File: src/rtl/add_share_arb.sv
`default_nettype none
// ============================================================================
//  Module   : add_share_arb
//  Purpose  : Round-robin share of one 16-bit saturating CLA adder between two
//             requesters, with an operand stage and an optional result stage.
//  Revision : 1.0 - initial release
// ============================================================================
module add_share_arb #(
    parameter logic RESET_PTR = 1'b0,
    parameter logic PIPE_OUT  = 1'b1
) (
    input  logic        clk,
    input  logic        rst,
    input  logic        stall,
    input  logic        req0,
    input  logic [15:0] a0,
    input  logic [15:0] b0,
    input  logic        cin0,
    input  logic        req1,
    input  logic [15:0] a1,
    input  logic [15:0] b1,
    input  logic        cin1,
    output logic        gnt0,
    output logic        gnt1,
    output logic        rvalid,
    output logic        rid,
    output logic [15:0] rsum,
    output logic        rcout,
    output logic        rovfl
);

    logic        r_ptr;
    logic        r_s1_v;
    logic        r_s1_id;
    logic        r_s1_cin;
    logic [15:0] r_s1_a;
    logic [15:0] r_s1_b;

    logic        w_acc;
    logic [15:0] w_p;
    logic [15:0] w_g;
    logic [15:0] w_c;
    logic [3:0]  w_gg;
    logic [3:0]  w_gp;
    logic [4:0]  w_gc;
    logic [15:0] w_raw;
    logic        w_ovfl;
    logic [15:0] w_sum;

    // A grant always implies the matching request, so a grant is an accept.
    assign gnt0  = ~rst & ~stall & req0 & (~req1 | ~r_ptr);
    assign gnt1  = ~rst & ~stall & req1 & (~req0 |  r_ptr);
    assign w_acc = gnt0 | gnt1;

    always_ff @(posedge clk or posedge rst) begin
        if (rst) begin
            r_ptr    <= RESET_PTR;
            r_s1_v   <= 1'b0;
            r_s1_id  <= 1'b0;
            r_s1_cin <= 1'b0;
            r_s1_a   <= 16'h0000;
            r_s1_b   <= 16'h0000;
        end else if (!stall) begin
            r_s1_v <= w_acc;
            if (w_acc) begin
                r_ptr    <= ~gnt1;
                r_s1_id  <= gnt1;
                r_s1_a   <= gnt1 ? a1   : a0;
                r_s1_b   <= gnt1 ? b1   : b0;
                r_s1_cin <= gnt1 ? cin1 : cin0;
            end
        end
    end

    assign w_p = r_s1_a ^ r_s1_b;
    assign w_g = r_s1_a & r_s1_b;

    // Second-level lookahead across the four 4-bit groups.
    assign w_gc[0] = r_s1_cin;
    assign w_gc[1] = w_gg[0] | (w_gp[0] & r_s1_cin);
    assign w_gc[2] = w_gg[1] | (w_gp[1] & w_gg[0]) | (&w_gp[1:0] & r_s1_cin);
    assign w_gc[3] = w_gg[2] | (w_gp[2] & w_gg[1]) | (&w_gp[2:1] & w_gg[0])
                   | (&w_gp[2:0] & r_s1_cin);
    assign w_gc[4] = w_gg[3] | (w_gp[3] & w_gg[2]) | (&w_gp[3:2] & w_gg[1])
                   | (&w_gp[3:1] & w_gg[0]) | (&w_gp[3:0] & r_s1_cin);

    for (genvar k = 0; k < 4; k++) begin : g_grp
        localparam int B = 4 * k;
        assign w_c[B]   = w_gc[k];
        assign w_c[B+1] = w_g[B] | (w_p[B] & w_gc[k]);
        assign w_c[B+2] = w_g[B+1] | (w_p[B+1] & w_g[B]) | (&w_p[B+1:B] & w_gc[k]);
        assign w_c[B+3] = w_g[B+2] | (w_p[B+2] & w_g[B+1]) | (&w_p[B+2:B+1] & w_g[B])
                        | (&w_p[B+2:B] & w_gc[k]);
        assign w_gg[k]  = w_g[B+3] | (w_p[B+3] & w_g[B+2]) | (&w_p[B+3:B+2] & w_g[B+1])
                        | (&w_p[B+3:B+1] & w_g[B]);
        assign w_gp[k]  = &w_p[B+3:B];
    end

    assign w_raw  = w_p ^ w_c;
    // Overflow only when like-signed operands produce a result of the other sign.
    assign w_ovfl = (r_s1_a[15] == r_s1_b[15]) & (w_raw[15] != r_s1_a[15]);
    assign w_sum  = w_ovfl ? (r_s1_a[15] ? 16'h8000 : 16'h7fff) : w_raw;

    if (PIPE_OUT) begin : g_pipe
        logic        r_s2_v;
        logic        r_s2_id;
        logic [15:0] r_s2_sum;
        logic        r_s2_cout;
        logic        r_s2_ovfl;

        // Payload loads only with a valid op so outputs hold between results.
        always_ff @(posedge clk or posedge rst) begin
            if (rst) begin
                r_s2_v    <= 1'b0;
                r_s2_id   <= 1'b0;
                r_s2_sum  <= 16'h0000;
                r_s2_cout <= 1'b0;
                r_s2_ovfl <= 1'b0;
            end else if (!stall) begin
                r_s2_v <= r_s1_v;
                if (r_s1_v) begin
                    r_s2_id   <= r_s1_id;
                    r_s2_sum  <= w_sum;
                    r_s2_cout <= w_gc[4];
                    r_s2_ovfl <= w_ovfl;
                end
            end
        end

        assign rvalid = r_s2_v;
        assign rid    = r_s2_id;
        assign rsum   = r_s2_sum;
        assign rcout  = r_s2_cout;
        assign rovfl  = r_s2_ovfl;
    end else begin : g_comb
        assign rvalid = r_s1_v;
        assign rid    = r_s1_id;
        assign rsum   = w_sum;
        assign rcout  = w_gc[4];
        assign rovfl  = w_ovfl;
    end

endmodule
`default_nettype wire

File: config.mk
export PLATFORM = sky130hd
export DESIGN_NAME = add_share_arb
export DESIGN_NICKNAME = d
export VERILOG_FILES = /design/src/rtl/add_share_arb.sv
export SDC_FILE = /design/constraint.sdc
export NUM_CORES = 1
export LEC_CHECK = 0
export ABC_AREA = 1
export BUFFER_PORTS_ARGS = -buffer_cell sky130_fd_sc_hd__buf_2
export CORE_MARGIN = 2
export CORE_UTILIZATION = 52
export DETAILED_ROUTE_END_ITERATION = 7
export GPL_ROUTABILITY_DRIVEN = 1
export PLACE_DENSITY = 0.8
export SKIP_LAST_GASP = 1
export SLEW_MARGIN = 5
export SYNTH_ARGS = -nofsm -noshare
export SYNTH_HDL_FRONTEND = slang
export SYNTH_SLANG_ARGS = --single-unit
export TNS_END_PERCENT = 50
File: constraint.sdc
create_clock -name clk -period 2.47 [get_ports clk]
set_input_delay 0.6175 -clock clk [delete_from_list [all_inputs] [get_ports clk]]
set_output_delay 0.6175 -clock clk [all_outputs]
set_load 0.005 [all_outputs]
After elaboration in Yosys (flattened, before gate mapping). Index checks and enable logic that the tools add are counted.

Mux-type cells: 5. Eq/ne operators: 2. Bitwise gates (word level): 110. Reduce and logical (&&, ||, !) cells: 32.

Operators by type and width (number): 16-bit two-way mux (4); 1-bit bitwise AND (52); 1-bit OR (49); 16-bit bitwise XOR (2); 2-bit AND reduction (14); 12-bit AND reduction (2); 3-bit AND reduction (8); 8-bit AND reduction (3); 16-bit bitwise AND (1); 16-bit AND reduction (1); 4-bit AND reduction (4); 1-bit NOT (6); 1-bit equality test (1); 1-bit two-way mux (1); 1-bit != test (1).

Bits in registers: 56. Input port bits: 71.

Longest topological paths before layout. Gate-level depths: netlist of the first run.

Depth in word-level cells: 15. Gate-level depth with buffers: 14.

Worst setup path before layout of the first run. OpenSTA, ideal clock, no wires.

Path type: flip-flop to flip-flop. From: register r_s1_a[1]. To: register g_pipe.r_s2_sum[13] (netlist: rsum[13]). Required time: 2.393 ns. Path slack: 0.469 ns. Setup time: 0.077 ns. Period minus slack after synthesis: 2.001 ns. Arrival: 1.923 ns. Stages on the path, launching flop included: 11. Buffers on the path: 0. Cells stage by stage: dfrtp_1 -> ha_1 -> or2_0 -> nand3b_1 -> nand2_2 -> nand2_1 -> nand2_2 -> fa_1 -> xor2_1 -> nand3_1 -> a21oi_1.

Cells in the longest elaborated chain, start to end: 13. Elaborated cells on any way between the ends: 20. Those cells by class: eq/ne: 1; mux: 1; bitwise: 16; reduce/logical: 2.

RTL lines: from (decl) (RTL line 36) `logic [15:0] r_s1_a;`; from (signal assigned) (RTL line 68) `r_s1_a <= gnt1 ? a1 : a0;`; 16-bit bitwise XOR / 16-bit bitwise AND (equally long branches) (RTL line 75, 76); 3-bit AND reduction / 1-bit bitwise AND (equally long branches) (RTL line 95, 94); 1-bit bitwise AND / 1-bit OR (equally long branches) (RTL line 95, 94); 1-bit OR (RTL line 95) `| (&w_p[B+3:B+1] & w_g[B]);`; 1-bit bitwise AND (RTL line 82) `assign w_gc[3] = w_gg[2] | (w_gp[2] & w_gg[1]) | (&w_gp[2:1] & w_gg[0])`; 1-bit OR (RTL line 82); 1-bit OR (*) (RTL line 83) `| (&w_gp[2:0] & r_s1_cin);`; 1-bit bitwise AND (RTL line 93) `| (&w_p[B+2:B] & w_gc[k]);`; 1-bit OR (RTL line 93); 16-bit bitwise XOR (*) (RTL line 99) `assign w_raw = w_p ^ w_c;`; 1-bit != test (RTL line 101) `assign w_ovfl = (r_s1_a[15] == r_s1_b[15]) & (w_raw[15] != r_s1_a[15]);`; 1-bit bitwise AND (RTL line 101); 16-bit two-way mux (*) (RTL line 102) `assign w_sum = w_ovfl ? (r_s1_a[15] ? 16'h8000 : 16'h7fff) : w_raw;`; to (signal assigned) (RTL line 123) `r_s2_sum <= w_sum;`; to (decl) (RTL line 107) `logic [15:0] r_s2_sum;`.

Mark *: on every way between the ends. The rest lies on a longest branch, timed or not. A chain may end at the register's enable or synchronous reset.

Worst setup path in the final report of the first run.
From: register r_s1_a[1]. To: register g_pipe.r_s2_sum[9] (netlist: rsum[9]).

Cells in the longest elaborated chain, start to end: 13. Elaborated cells on any way between the ends: 25. Those cells by class: eq/ne: 1; mux: 1; bitwise: 20; reduce/logical: 3.

RTL lines (RTL line): 16-bit bitwise XOR / 16-bit bitwise AND (equally long branches) (75, 76); 3-bit AND reduction / 1-bit bitwise AND (equally long branches) (95, 94); 1-bit bitwise AND / 1-bit OR (equally long branches) (95, 94); 1-bit OR (95); 1-bit bitwise AND (82); 1-bit OR (82); 1-bit OR (83); 1-bit bitwise AND (93); 1-bit OR (93); 16-bit bitwise XOR (*) (99); 1-bit != test (101); 1-bit bitwise AND (101); 16-bit two-way mux (*) (102).

Marks and branches as above.

==> results of run 1 <==
Yosys cell counts:
cell      number  area [µm²]
a31oi_1        3        18.8
or2_0          1        6.26
xor2_1         4        35.0
o211ai_1       4        30.0
a21o_1         1        7.51
o21bai_1       2        15.0
nand4_1        2        12.5
inv_2          1        3.75
or2_2          2        12.5
nand3b_1       1        7.51
buf_4          1        7.51
nand2_1      146         548
o21ai_0        4        20.0
nand3_2        1        10.0
ha_1          16         200
a21oi_2       10        87.6
fa_1           4        80.1
xnor2_1        2        17.5
inv_4          1        6.26
a21oi_1       10        50.1
clkbuf_1       8        30.0
dfrtp_1       56        1400
o22a_1         1        8.76
and2_2         1        7.51
buf_8          1        15.0
nand2_2        4        25.0
nor2_1        25        93.8
nand3_1       46         230
nor3_2         1        10.0
buf_2          2        10.0
inv_1         24        90.1
clkinv_1       2        7.51
nand2_4        3        33.8
nor2_2         1        6.26
layout make-up:
| type | count | area, µm² | share of cell area |
|---|---|---|---|
| tap | 75 | 93.8 | 0.0248 |
| multi-input combinational | 295 | 1580 | 0.416 |
| sequential | 56 | 1400 | 0.370 |
| inverter | 28 | 108 | 0.0284 |
| timing repair buffer | 98 | 518 | 0.137 |
| clock inverter | 2 | 10.0 | 0.00264 |
| clock buffer | 6 | 82.6 | 0.0218 |
worst max-delay path by stage:
stage	start	to	slack [ns]
finish	r_s1_a[1]	rsum[9]	0.25
global route	r_s1_a[1]	rsum[9]	0.1
CTS	r_s1_a[1]	rsum[9]	0.26
detailed placement	r_s1_a[1]	rsum[9]	0.29
global placement	r_s1_a[1]	rsum[14]	0.36
floorplan	r_s1_a[1]	rsum[13]	0.47
worst reg2reg max path, stage by stage (launching register included):
cell      delay, ns
dfrtp_1        0.40
ha_1           0.32
or2_0          0.26
nand3b_1       0.12
nand2_2        0.11
nand2_1        0.08
nand2_1        0.09
fa_1           0.39
xor2_1         0.16
nand3_1        0.11
a21oi_2        0.13
routing by layer:
metal / routed length (µm) / up-vias / part of all wire
li1: - / 1443 / -
met4: 87 / 0 / 0.012
met5: 0 / - / 0
met2: 3270 / 93 / 0.47
met1: 3300 / 1278 / 0.47
met3: 382 / 8 / 0.054
cell families (layout without fill, tap and decap cells):
logic type / after synthesis / in the layout / synth area share
flip-flops: 56 / 56 / 0.446
AO/OA/AOI/OAI: 35 / 35 / 0.0756
XOR/XNOR: 6 / 6 / 0.0167
buffers and inverters: 40 / 134 / 0.0541
AND/OR/NAND/NOR: 234 / 234 / 0.319
adder cells (fa/ha/maj): 20 / 20 / 0.0891
per-stage QoR:
stage / std cells / worst slack (ns) / util
3_5_place_dp: 552 / 0.288 / 0.628
5_1_grt: 560 / 0.0976 / 0.644
2_1_floorplan: 391 / 0.469 / -
4_1_cts: 560 / 0.259 / 0.644
6_report: 560 / 0.250 / 0.644
3_3_place_gp: 552 / 0.365 / 0.628
power by group:
group	internal (mW)	leakage, nW	total, mW	switching, mW
combinational	0.657	1.32	1.55	0.888
sequential	1.20	0.668	1.37	0.175
clock	0.225	0.0510	0.515	0.290
==> metrics.cfg, run 1 <==
[routing]
wl_per_cell_um = 12.6
first_pass_iters = 4
drcViolationCount = 0
vias = 2822
drt_iter0_markers = 141
via_per_inst = 5.04
final_antenna_net_count = 0
finalWirelength_um = 7040

[hold_path]
hold_class = primary input to asynchronous set/reset pin

[worst_setup_path]
reg2reg_slack_ns = 0.25
reg2reg_depth = 10
worstPathMaxFanout = 5
worst_path_most_repeated_cell = nand2_1
crit_path_start_kind = flop
required_ns = 2.72
critPathCaptureType = flop
worst_path_max_delay_cell = dfrtp_1
slowest_delay_ns = 0.40
arrival_ns = 2.47
worstPathCellList = ha_1 > or2_0 > nand3b_1 > nand2_2 > nand2_1 > nand2_1 > fa_1 > xor2_1 > nand3_1 > a21oi_2
critPathTopFamily = simple AND/OR/NAND/NOR gates
critical_path_depth = 10
r2r-end = rsum[9]
r2r-start = r_s1_a[1]
cp_num_buf_inv = 0
critPathKind = flop to flop

[floorplanning]
rows = 28
initial_core_util = 0.534
io_pins = 93
dieHeight_um = 81.8
die_x_um = 81.8
die-area_mm2 = 0.00669
core-area_mm2 = 0.00589

[sta]
skew_ns = 0.00962
drv_slew = 0
setup_tns_ns = 0
period_share = 0.899
setup_viol = 0
min_period_ns = 2.22
slew_headroom = 0.672
rsz0062_at_grt = no
finalHoldViolations = 0
fmax_ghz = 0.450
holdWs_ns = 0.329
worst-slew-pin-transition_ns = 0.492

[synth]
synthesis.nets = 482
synth-seq-area-share = 0.446
yosys.cell_types.count = 34
netlist_area_mm2 = 0.00315
ys_seq_elements = 56
synthCells = 391
yosysWarnings = 0
syn_avg_cell_area_um2 = 8.04

[clock_tree]
cts_sinks = 56
ctsResizeCount = 0
cts_buffers = 5
clk_path_buf_depth = 2
clkSlewWorstSetupHoldPaths_ns = 0.10
cts_tree = built
post-cts-setup-buffers = 0
htreeDepth = 2
clk_latency_ns = 0.31
holdBufCountCts = 0
root_buffer = clkbuf_8

[finish]
stdcell_area_mm2 = 0.00379
drive_above_1_share = 0.274
final_nets = 575
nFillCells = 523
final_cell_mix = nand2_1 (146), buf_2 (92), dfrtp_1 (56)
synthToLayoutAreaGrowth_pct = 20.5
mostFrequentLayoutCell = nand2_1
diodes = 0

[placed_design]
dpl_cell_area_mm2 = 0.00370
place_congestion = 0.855
hpwl_um = 5530
port_buffers = 92

[global_route]
grt_max_degree = 35
grt_pass1_vias = 2590
gr-usage-met2 = 0.362
grt-ovfl-total = 0
grt_use_met1 = 0.312
grt_first_pass_wirelength_um = 11600
antenna_found_initial = 0
grt_util_met3 = 0.0385
busiest_layer = met2
grt_use_total = 0.225

[power_and_ir_drop]
powerDensity_mw_per_mm2 = 906
leakage_nw = 2.04
power.total_mw = 3.43
ir_worst_vdd_mv = 0.402

[run]
drv_cap = 0

[run_status]
status = complete, no violations

Power figures use the tool's default switching activity.
==> inputs of run 2 (changes only) <==
ABC_AREA = default   (was 1)
CORE_UTILIZATION = 32   (was 52)
PLACE_DENSITY = default   (was 0.8)
==> run 2 against run 1 <==
  * Flip-flop and latch count unchanged
  * Critical path type unchanged
  * Cell count decreased by 0.71%
  * Global-route usage decreased by 8.2 points
  * Utilization decreased by 24 points
  * Via count decreased by 7.7%
  * Cell area increased by 2.8%
  * Die area increased by 58%
  * Non-clock buffer count increased by 5
  * Sequential share of layout area decreased by 1.0 points
  * Count of clock-buffer cells in the layout increased by 2
==> metrics.cfg, run 2 <==
[finish]
fin_cells = 556
final_nets = 513
nFillCells = 955
diodes = 0
drive_above_1_share = 0.298
mostFrequentLayoutCell = buf_2
final_cell_mix = buf_2 (92), nand2_1 (79), dfrtp_1 (56)
synthToLayoutAreaGrowth_pct = 24.9

[floorplanning]
initial_core_util = 0.325
die_x_um = 103
dieHeight_um = 103
die-area_mm2 = 0.0106
rows = 36
io_pins = 93
core-area_mm2 = 0.00959

[routing]
drcViolationCount = 0
first_pass_iters = 4
vias = 2605
drt_iter0_markers = 103
via_per_inst = 4.69
wl_per_cell_um = 13.1
finalWirelength_um = 7270
final_antenna_net_count = 0

[clock_tree]
clk_latency_ns = 0.31
root_buffer = clkbuf_8
cts_tree = built
cts_buffers = 5
clkSlewWorstSetupHoldPaths_ns = 0.10
htreeDepth = 2
clk_path_buf_depth = 2
cts_sinks = 56

[sta]
skew_ns = 0.00964
setup_tns_ns = 0
slew_headroom = 0.246
setup_viol = 0
fmax_ghz = 0.431
drv_slew = 0
min_period_ns = 2.32
rsz0062_at_grt = no
finalHoldViolations = 0
period_share = 0.940
worst-slew-pin-transition_ns = 1.13

[global_route]
grt_util_met3 = 0.0203
grt_first_pass_wirelength_um = 11900
gr-usage-met2 = 0.222
antenna_found_initial = 0
grt-ovfl-total = 0
grt_max_degree = 34
grt_use_total = 0.143
grt_use_met1 = 0.205
busiest_layer = met2
grt_pass1_vias = 2517

[synth]
synth_top_area_cell = dfrtp_1
ys_seq_elements = 56
synthesis.nets = 419
synthCells = 328
synth-seq-area-share = 0.449
yosys-top-cells-count = nand2_1 (79), dfrtp_1 (56), a22oi_1 (30)
yosysWarnings = 0
synth-edff-count = 0
synth.top_cells.by_area = dfrtp_1 (45%), nand2_1 (9.5%), a22oi_1 (7.2%), ha_1 (6.4%), nor2_1 (3.0%)
synth.most_common_cell = nand2_1
async_flop_share = 1.00
yosys.cell_types.count = 43
synth_top_area_frac = 0.449
netlist_area_mm2 = 0.00312
yosys_most_used_dff = dfrtp_1
syn_avg_cell_area_um2 = 9.51

[worst_setup_path]
worstPathMaxFanout = 3
worstPathCellList = ha_1 > a211oi_2 > o211ai_1 > a21oi_2 > o21ai_0 > fa_1 > xnor2_1 > a211oi_2
worst_path_max_delay_cell = dfrtp_1
worst_path_most_repeated_cell = a211oi_2
critPathKind = flop to flop
arrival_ns = 2.55
crit_path_start_kind = flop
critPathTopFamily = compound AO/OA/AOI/OAI gates
slowest_delay_ns = 0.40
required_ns = 2.70
critPathCaptureType = flop
cp_num_buf_inv = 0

[placed_design]
place_congestion = 0.867
dp_cells = 545
hpwl_um = 5750
port_buffers = 92

[power_and_ir_drop]
leakage_nw = 1.89
p_clk_frac = 0.145
power.internal_mw = 2.18
ir_worst_vdd_mv = 0.319
share_seq_of_total_power = 0.394
swShare = 0.388
powerDensity_mw_per_mm2 = 913
p_switching_mw = 1.38
power.total_mw = 3.56
combPwrFrac = 0.460

[run]
drv_cap = 0

[hold_path]
hold_class = primary input to asynchronous set/reset pin

[run_status]
status = complete, no violations

[run 2: cell count changes after synthesis, moves of 8 or more]
cell and change:
a21oi_2 -9, inv_1 -15, o21ai_0 +8, nand2_1 -67, nand3_1 -46, a22oi_1 +30
[run 2: layout make-up]
| class | count | area, µm² | area share |
|---|---|---|---|
| clock buffer | 8 | 90.1 | 0.0231 |
| inverter | 9 | 33.8 | 0.00867 |
| multi-input combinational | 247 | 1620 | 0.417 |
| sequential | 56 | 1400 | 0.360 |
| tap | 133 | 166 | 0.0427 |
| timing repair buffer | 103 | 581 | 0.149 |
[run 2: cell families (layout without fill, tap and decap cells)]
kind of cell	after synthesis	count (layout)	synth area share
buffers and inverters	25	120	0.0409
flip-flops	56	56	0.449
AND/OR/NAND/NOR	119	119	0.164
AO/OA/AOI/OAI	97	97	0.225
adder cells (fa/ha/maj)	20	20	0.0899
multiplexers	1	1	0.00321
XOR/XNOR	10	10	0.0281
[run 2: what timing repair did]
item,4_1_cts,5_1_grt
hold buffers,0,0
resized for setup,0,3
endpoints found under the setup margin,0,14
buffers inserted,0,3
[run 2: final timing paths]
path / to / cells past startpoint / slack (ns) / from
worst max register to register: rsum[9] / 8 / 0.15 / r_s1_b[0]
worst max-delay path: rsum[9] / 8 / 0.15 / r_s1_b[0]
worst min-delay path: rvalid / 2 / 0.35 / rst
min in group clk: rid / 2 / 0.48 / rid
max in group asynchronous: r_s1_a[9] / 3 / 1.56 / rst
worst min register to register: rid / 2 / 0.48 / rid
[run 2: through the flow]
stage	setup slack (ns)	hold slack, ns	utilization	instance area (µm²)
2_1_floorplan	0.214	0.439	-	3120
3_3_place_gp	0.0826	0.464	0.391	3750
3_5_place_dp	0.0546	0.469	0.391	3750
4_1_cts	0.0415	0.362	0.400	3840
5_1_grt	0.00524	0.385	0.406	3900
6_report	0.149	0.347	0.406	3900
[run 2: metal layers]
metal  up-vias  wire [µm]
met5         -          0
met4         0         81
met3         6        345
met2        68       3210
met1      1184       3630
li1       1347          -
[run 2: power by group through the flow]
| stage | combinational, mW | sequential [mW] | clock (mW) |
|---|---|---|---|
| 2_1_floorplan | 1.10 | 1.39 | 0 |
| 3_3_place_gp | 1.58 | 1.42 | 0 |
| 3_5_place_dp | 1.59 | 1.43 | 0 |
| 4_1_cts | 1.61 | 1.41 | 0.525 |
| 5_1_grt | 1.85 | 1.45 | 0.562 |
| 6_report | 1.64 | 1.40 | 0.516 |
